<file path="config.mk">
export PLATFORM = sky130hd
export DESIGN_NAME = lp_stim_tx
export DESIGN_NICKNAME = d
export VERILOG_FILES = /design/src/rtl/lp_pkg.sv /design/src/rtl/lp_row_sel.sv /design/src/rtl/lp_stim_tx.sv
export SDC_FILE = /design/constraint.sdc
export NUM_CORES = 1
export LEC_CHECK = 0
export ABC_AREA = 0
export BUFFER_PORTS_ARGS = -buffer_cell sky130_fd_sc_hd__buf_4
export CELL_PAD_IN_SITES_DETAIL_PLACEMENT = 0
export CELL_PAD_IN_SITES_GLOBAL_PLACEMENT = 1
export CORE_AREA = 10 10 155 157
export DETAILED_ROUTE_END_ITERATION = 8
export DIE_AREA = 0 0 165 167
export PLACE_DENSITY = 0.81
export SYNTH_ARGS = -nofsm -noshare
export SYNTH_HDL_FRONTEND = slang
export SYNTH_SLANG_ARGS = --single-unit
</file>
<file path="constraint.sdc">
create_clock -name clk -period 4.5 [get_ports clk]
set_clock_uncertainty 0.15 [all_clocks]
set_input_delay 0.45 -clock clk [delete_from_list [all_inputs] [get_ports clk]]
set_output_delay 0.45 -clock clk [all_outputs]
set_load 0.05 [all_outputs]
</file>
<file path="src/rtl/lp_pkg.sv">
// Shared types and helpers for the LP solver stimulus transmitter.
package lp_pkg;

  typedef enum logic [1:0] {
    ST_IDLE = 2'd0,
    ST_SEND = 2'd1,
    ST_WAIT = 2'd2,
    ST_DONE = 2'd3
  } lp_state_e;

  typedef struct packed {
    logic signed [5:0]  a1;
    logic signed [5:0]  a2;
    logic signed [11:0] b;
  } lp_row_t;

  localparam logic signed [11:0] S12_MIN   = 12'sh800;
  localparam logic signed [11:0] S12_MAX   = 12'sh7FF;
  localparam logic [2:0]         LAST_BEAT = 3'd6;

  // The solver classifies (+-1,0) and (0,+-1) rows as box bounds.
  function automatic logic is_bound_row(input logic signed [5:0] a1,
                                        input logic signed [5:0] a2);
    logic a1_unit;
    logic a2_unit;
    a1_unit = (a1 == 6'sd1) || (a1 == 6'sh3F);
    a2_unit = (a2 == 6'sd1) || (a2 == 6'sh3F);
    return (a1_unit && (a2 == 6'sd0)) || ((a1 == 6'sd0) && a2_unit);
  endfunction

  function automatic logic signed [11:0] sat_neg12(input logic signed [11:0] v);
    return (v == S12_MIN) ? S12_MAX : -v;
  endfunction

endpackage

</file>
<file path="src/rtl/lp_row_sel.sv">
// Picks the constraint row carried by a SEND beat, applying the row rotation.
module lp_row_sel
  import lp_pkg::*;
(
  input  logic signed [11:0] x_lo,
  input  logic signed [11:0] x_hi,
  input  logic signed [11:0] y_lo,
  input  logic signed [11:0] y_hi,
  input  lp_row_t            g0,
  input  lp_row_t            g1,
  input  logic [2:0]         rot,
  input  logic [2:0]         beat,
  output lp_row_t            row,
  output logic               sat,
  output logic               miscls
);

  logic [2:0] rot_eff;
  logic [3:0] idx;

  // Row index = (beat - 1 + rot) mod 6, with rot 6/7 treated as 0.
  always_comb begin
    rot_eff = (rot >= 3'd6) ? 3'd0 : rot;
    idx     = {1'b0, beat} - 4'd1 + {1'b0, rot_eff};
    if (idx >= 4'd6) begin
      idx = idx - 4'd6;
    end else begin
      idx = idx;
    end
    row    = '0;
    sat    = 1'b0;
    miscls = 1'b0;
    case (idx)
      4'd0: begin
        row.a1 = 6'sd1;
        row.b  = x_hi;
      end
      4'd1: begin
        row.a1 = 6'sh3F;
        row.b  = sat_neg12(x_lo);
        sat    = (x_lo == S12_MIN);
      end
      4'd2: begin
        row.a2 = 6'sd1;
        row.b  = y_hi;
      end
      4'd3: begin
        row.a2 = 6'sh3F;
        row.b  = sat_neg12(y_lo);
        sat    = (y_lo == S12_MIN);
      end
      4'd4: begin
        row    = g0;
        miscls = is_bound_row(g0.a1, g0.a2);
      end
      4'd5: begin
        row    = g1;
        miscls = is_bound_row(g1.a1, g1.a2);
      end
      default: begin
        row = '0;
      end
    endcase
  end

endmodule

</file>
<file path="src/rtl/lp_stim_tx.sv">
// Serialises one latched LP problem to the solver and checks its reported optimum.
module lp_stim_tx
  import lp_pkg::*;
#(
  parameter int TIMEOUT = 1048576,
  parameter int TW      = 21
) (
  input  logic               clk,
  input  logic               rst,
  input  logic               start,
  input  logic signed [5:0]  obj_c1,
  input  logic signed [5:0]  obj_c2,
  input  logic signed [11:0] x_lo,
  input  logic signed [11:0] x_hi,
  input  logic signed [11:0] y_lo,
  input  logic signed [11:0] y_hi,
  input  logic signed [5:0]  g0_a1,
  input  logic signed [5:0]  g0_a2,
  input  logic signed [5:0]  g1_a1,
  input  logic signed [5:0]  g1_a2,
  input  logic signed [11:0] g0_b,
  input  logic signed [11:0] g1_b,
  input  logic [2:0]         rot,
  input  logic signed [11:0] exp_max,
  output logic               lp_in_valid,
  output logic signed [5:0]  lp_in_a1,
  output logic signed [5:0]  lp_in_a2,
  output logic signed [11:0] lp_in_b,
  input  logic               lp_out_valid,
  input  logic signed [11:0] lp_out_max_value,
  output logic               busy,
  output logic               done,
  output logic               pass,
  output logic               timeout,
  output logic               cfg_err,
  output logic signed [11:0] result
);

  localparam logic [TW-1:0] CNT_LAST = TW'(TIMEOUT - 1);

  lp_state_e          state_q, state_d;
  logic [2:0]         beat_q, beat_d, rot_q, rot_d;
  logic [TW-1:0]      cnt_q, cnt_d;
  logic signed [11:0] x_lo_q, x_lo_d, x_hi_q, x_hi_d, y_lo_q, y_lo_d, y_hi_q, y_hi_d;
  logic signed [11:0] exp_max_q, exp_max_d, result_q, result_d;
  lp_row_t            g0_q, g0_d, g1_q, g1_d, lp_in_q, lp_in_d;
  logic               lp_in_valid_q, lp_in_valid_d, busy_q, busy_d, done_q, done_d;
  logic               pass_q, pass_d, timeout_q, timeout_d, cfg_err_q, cfg_err_d;
  lp_row_t            sel_row;
  logic               sel_sat, sel_miscls;

  lp_row_sel u_row_sel (
    .x_lo   (x_lo_q),
    .x_hi   (x_hi_q),
    .y_lo   (y_lo_q),
    .y_hi   (y_hi_q),
    .g0     (g0_q),
    .g1     (g1_q),
    .rot    (rot_q),
    .beat   (beat_q),
    .row    (sel_row),
    .sat    (sel_sat),
    .miscls (sel_miscls)
  );

  // Next-state, counters and next values of every registered output.
  always_comb begin
    state_d       = state_q;
    beat_d        = beat_q;
    cnt_d         = cnt_q;
    rot_d         = rot_q;
    x_lo_d        = x_lo_q;
    x_hi_d        = x_hi_q;
    y_lo_d        = y_lo_q;
    y_hi_d        = y_hi_q;
    g0_d          = g0_q;
    g1_d          = g1_q;
    exp_max_d     = exp_max_q;
    lp_in_valid_d = 1'b0;
    lp_in_d       = '0;
    done_d        = 1'b0;
    pass_d        = pass_q;
    timeout_d     = timeout_q;
    cfg_err_d     = cfg_err_q;
    result_d      = result_q;
    case (state_q)
      ST_IDLE: begin
        if (start) begin
          x_lo_d        = x_lo;
          x_hi_d        = x_hi;
          y_lo_d        = y_lo;
          y_hi_d        = y_hi;
          g0_d          = {g0_a1, g0_a2, g0_b};
          g1_d          = {g1_a1, g1_a2, g1_b};
          rot_d         = rot;
          exp_max_d     = exp_max;
          pass_d        = 1'b0;
          timeout_d     = 1'b0;
          cfg_err_d     = 1'b0;
          result_d      = 12'sd0;
          cnt_d         = '0;
          // Beat 0 goes out straight from the inputs, so rows start at beat 1.
          beat_d        = 3'd1;
          lp_in_valid_d = 1'b1;
          lp_in_d       = {obj_c1, obj_c2, 12'sd0};
          state_d       = ST_SEND;
        end else begin
          state_d = ST_IDLE;
        end
      end
      ST_SEND: begin
        lp_in_valid_d = 1'b1;
        lp_in_d       = sel_row;
        cfg_err_d     = cfg_err_q | sel_sat | sel_miscls;
        if (beat_q == LAST_BEAT) begin
          cnt_d   = '0;
          state_d = ST_WAIT;
        end else begin
          beat_d = beat_q + 3'd1;
        end
      end
      ST_WAIT: begin
        if (lp_out_valid) begin
          result_d = lp_out_max_value;
          pass_d   = (lp_out_max_value == exp_max_q) && !cfg_err_q;
          done_d   = 1'b1;
          state_d  = ST_DONE;
        end else if (cnt_q == CNT_LAST) begin
          result_d  = 12'sd0;
          pass_d    = 1'b0;
          timeout_d = 1'b1;
          done_d    = 1'b1;
          state_d   = ST_DONE;
        end else begin
          cnt_d = cnt_q + TW'(1);
        end
      end
      ST_DONE: begin
        state_d = ST_IDLE;
      end
      default: begin
        state_d = ST_IDLE;
      end
    endcase
    busy_d = (state_d != ST_IDLE);
  end

  // State and output registers with synchronous reset.
  always_ff @(posedge clk) begin
    if (rst) begin
      state_q       <= ST_IDLE;
      beat_q        <= 3'd0;
      cnt_q         <= '0;
      rot_q         <= 3'd0;
      x_lo_q        <= 12'sd0;
      x_hi_q        <= 12'sd0;
      y_lo_q        <= 12'sd0;
      y_hi_q        <= 12'sd0;
      g0_q          <= '0;
      g1_q          <= '0;
      exp_max_q     <= 12'sd0;
      lp_in_valid_q <= 1'b0;
      lp_in_q       <= '0;
      busy_q        <= 1'b0;
      done_q        <= 1'b0;
      pass_q        <= 1'b0;
      timeout_q     <= 1'b0;
      cfg_err_q     <= 1'b0;
      result_q      <= 12'sd0;
    end else begin
      state_q       <= state_d;
      beat_q        <= beat_d;
      cnt_q         <= cnt_d;
      rot_q         <= rot_d;
      x_lo_q        <= x_lo_d;
      x_hi_q        <= x_hi_d;
      y_lo_q        <= y_lo_d;
      y_hi_q        <= y_hi_d;
      g0_q          <= g0_d;
      g1_q          <= g1_d;
      exp_max_q     <= exp_max_d;
      lp_in_valid_q <= lp_in_valid_d;
      lp_in_q       <= lp_in_d;
      busy_q        <= busy_d;
      done_q        <= done_d;
      pass_q        <= pass_d;
      timeout_q     <= timeout_d;
      cfg_err_q     <= cfg_err_d;
      result_q      <= result_d;
    end
  end

  assign lp_in_valid = lp_in_valid_q;
  assign lp_in_a1    = lp_in_q.a1;
  assign lp_in_a2    = lp_in_q.a2;
  assign lp_in_b     = lp_in_q.b;
  assign busy        = busy_q;
  assign done        = done_q;
  assign pass        = pass_q;
  assign timeout     = timeout_q;
  assign cfg_err     = cfg_err_q;
  assign result      = result_q;

endmodule

</file>
==> metrics.csv <==
stage,metric,value,unit
placed_design,Post-Place Cells,1428,
layout,number of diodes,0,
pwr,PwrDens,404.0,nW/µm²
grt,vias in the first global route,7578,
grt,antenna violations before repair,0,
synthesis,Synth area leaders,"dfxtp_1, nand2_1, a21oi_1",
setup_path,crit path cell chain,nand2b_1 -> ha_1 -> inv_1 -> ha_1 -> fa_1 -> ha_1 -> nand2b_1 -> or3b_2 -> a21oi_1 -> a221oi_1 -> a31oi_1,
setup_path,WP data arrival,4.08,ns
synthesis,Yosys Warn Count,0,
placed_design,routability-driven placement congestion ratio,0.9041,
run_status,outcome,finished clean,
pwr,Worst VDD drop,0.0002440,V
pwr,Pleak,3.991,nW
placed_design,DPL Wire Length,19370,µm
sta,Final min period,3.885,ns
sta,Final TNS setup,0,ns
cts,CTS root buf,clkbuf_16,
cts,setup bufs post-CTS,0,
worst_hold_path,HP Class,input pin to flip-flop,
floorplanning,Cell Rows,53,
floorplanning,die width,165,µm
setup_path,crit path capture type,flip-flop,
layout,final std cells w/o fill,1460,
synthesis,#FFs+latches synth,179,
floorplanning,Core Area,20820,µm²
synthesis,"FFs w/ async S/R, synth",0,
floorplanning,Die Span Y,167,µm
route,met1 WL,11170,µm
sta,Final Max Slew Viols,0,
grt,first-pass GRT wire length,40930,µm
route,Final ANT Viol Nets,0,
sta,Tcrit/Tclk final,0.8633,
setup_path,CP Launch Type,flip-flop,
setup_path,Critical Path Slowest Stage Cell,or3b_2,
route,Routed WL per cell,17.79,µm
route,drc violations,0,
setup_path,worst path required time,4.70,ns
layout,area grow syn2layout,25.59,%
cts,Clock H-tree levels,4,
floorplanning,# IOs,181,
placed_design,IO Port Bufs,180,
route,Top Metal Used,met4,
sta,Final Hold Violating Endpoints,0,
cts,Sink Count,179,
synthesis,Syn Inst Count,1031,
cts,Clock Latency Late Sink,0.43,ns
grt,total gr overflow,0,
route,Initial DRC Count,465,
cts,TritonCTS clock tree,yes,
synthesis,post-synthesis sequential area ratio,0.4341,
job,MaxCap Viol Count,0,
setup_path,Critical Path Fanout Max,21,
sta,final setup vio count,0,
setup_path,CP top delay family,adder cells,
synthesis,Avg Synthesized Cell Area,8.006,µm²
setup_path,most used cell along the critical path,ha_1,
route,final WL,25980,µm
synthesis,largest area contributor in the netlist,dfxtp_1,
cts,total CTS buffers,17,
floorplanning,initial core utilization,0.3964,
grt,total track usage,0.1841,
sta,Worst-Margin Slew,1.142,ns
sta,RSZ-0062 raised after global routing,no,
sta,fmax,257.4,MHz
route,vias,7737,
cts,clock tree buffer depth,2,
setup_path,WP buf/inv,1,
floorplanning,Die ar.,27560,µm²
cts,Hold Buf Count CTS,0,
route,met3 WL post-DR,2377,µm
synthesis,synth unique cells,67,
cts,"CTS clk-pin slew, worst paths",0.07,ns
route,DRT Pass-1 Iters,5,
synthesis,Synth Flop Type,dfxtp_1,
synthesis,cell area after synthesis,8254,µm²
synthesis,Syn Nets,1181,
sta,slew margin rel.,0.2385,
setup_path,critical path type,flip-flop to flip-flop,
grt,largest net degree at the start of global routing,84,
route,met2 wire len,11900,µm
route,routed vias/inst,5.299,
layout,"Net count, final",1322,
layout,layout cells sized above 1,0.2051,
synthesis,top cell type's share of synthesized area,0.4341,
setup_path,delay of the slowest cell on the worst path,0.66,ns
cts,PostCTS Resize Cnt,0,
synthesis,number of synthesized flops with an enable pin,0,
final timing paths:
check             from  cells after the start           to  slack, ns
min reg2reg    g1_q[1]                      2      g1_q[1]       0.30
max reg2reg   rot_q[2]                     11   lp_in_b[1]       0.62
max           rot_q[2]                     11   lp_in_b[1]       0.62
min          obj_c1[0]                      3  lp_in_a1[0]       0.07
cells in the final DEF, fill, tap and decap left out, types with 9 or more instances in the layout:
cell type / netlist / layout
nand4_1: 9 / 9
nand3_1: 14 / 14
inv_1: 18 / 18
ha_1: 10 / 10
dfxtp_1: 179 / 179
xnor2_1: 24 / 24
buf_4: 2 / 189
nor2_1: 33 / 32
a21oi_1: 160 / 160
clkbuf_16: 0 / 17
xor2_1: 11 / 11
mux2i_1: 11 / 11
nor3_1: 13 / 13
nand2_1: 261 / 261
a22o_1: 12 / 12
nor4_1: 12 / 12
a21boi_0: 18 / 18
nand2b_1: 11 / 11
a31oi_1: 14 / 14
o21ai_0: 32 / 32
a22oi_1: 11 / 11
and2_1: 9 / 9
metrics by stage:
step | util | hold slack (ns) | power (mW) | setup WS [ns] | cell area (µm²)
after floorplan | - | 0.2817 | 2.354 | 1.144 | 8254
after global placement | 0.4683 | 0.2856 | 2.639 | 0.7331 | 9752
after detailed placement | 0.4683 | 0.2968 | 2.648 | 0.6845 | 9752
after CTS | 0.4978 | 0.06480 | 4.216 | 0.6576 | 10370
after global routing | 0.4978 | 0.07275 | 4.378 | 0.4265 | 10370
final | 0.4978 | 0.07195 | 4.188 | 0.6151 | 10370
flip-flops by register name, summed over array words and instances, names as in the netlist:
name and cells:
pass 1, exp_max_q 12, rot_q 3, y_hi_q 12, state_q 2, lp_in_a2 6
done 1, lp_in_b 12, busy 1, y_lo_q 12, beat_q 3, g1_q 24
lp_in_valid 1, timeout 1, lp_in_a1 6, g0_q 24, x_hi_q 12, cnt_q 21
result 12, x_lo_q 12, cfg_err 1
synth_stat cells (7+ instances only):
cell type and n:
mux2i_1 11, xor2_1 11, nand2b_1 11, nor3_1 13, a22o_1 12, a31oi_1 14, buf_2 7, a22oi_1 11
nor4_1 12, nand3_1 14, nand4_1 9, a21oi_1 160, and2_1 9, inv_1 18, ha_1 10, o21ai_0 32
nor2_1 33, xnor2_1 24, clkbuf_1 56, nand2_1 261, a21boi_0 18, dfxtp_1 179
report_power, final:
group | internal, mW | switching (mW)
clock | 0.898 | 0.671
combinational | 0.323 | 0.560
sequential | 1.67 | 0.0701
total | 2.89 | 1.30
final cells by class:
class,count,area (µm²)
Fill cell,2090,10460
Timing Repair Buffer,189,1419
Inverter,18,67.56
Clock inverter,14,175.2
Clock buffer,18,439.2
Sequential cell,179,3583
Tap cell,275,344.1
Multi-Input combinational cell,767,4338
logic make-up after synthesis:
group,after synthesis,share of synthesized area
AOI/OAI and AO/OA,299,0.2245
xor gates and xnor gates,36,0.03911
adders and majority gates,11,0.01758
buffers and inverters,85,0.04153
DFF,179,0.4341
muxes,17,0.02152
and+or+nand+nor,404,0.2216
worst register-to-register path: cells and delay by family, from the launching register on:
kind | cells | cell delay (ns)
flip-flops | 1 | 0.33
AO/OA/AOI/OAI | 3 | 0.96
buffers and inverters | 1 | 0.04
AND/OR/NAND/NOR | 3 | 1.02
adder cells (fa/ha/maj) | 4 | 1.30
metal layers:
metal  vias up  global-route usage
li1       3882                   -
met1      3607              0.2302
met2       219              0.2833
met3        29             0.07372
met4         0             0.05470
met5         -                   0
(Power assumes the default switching activity.)
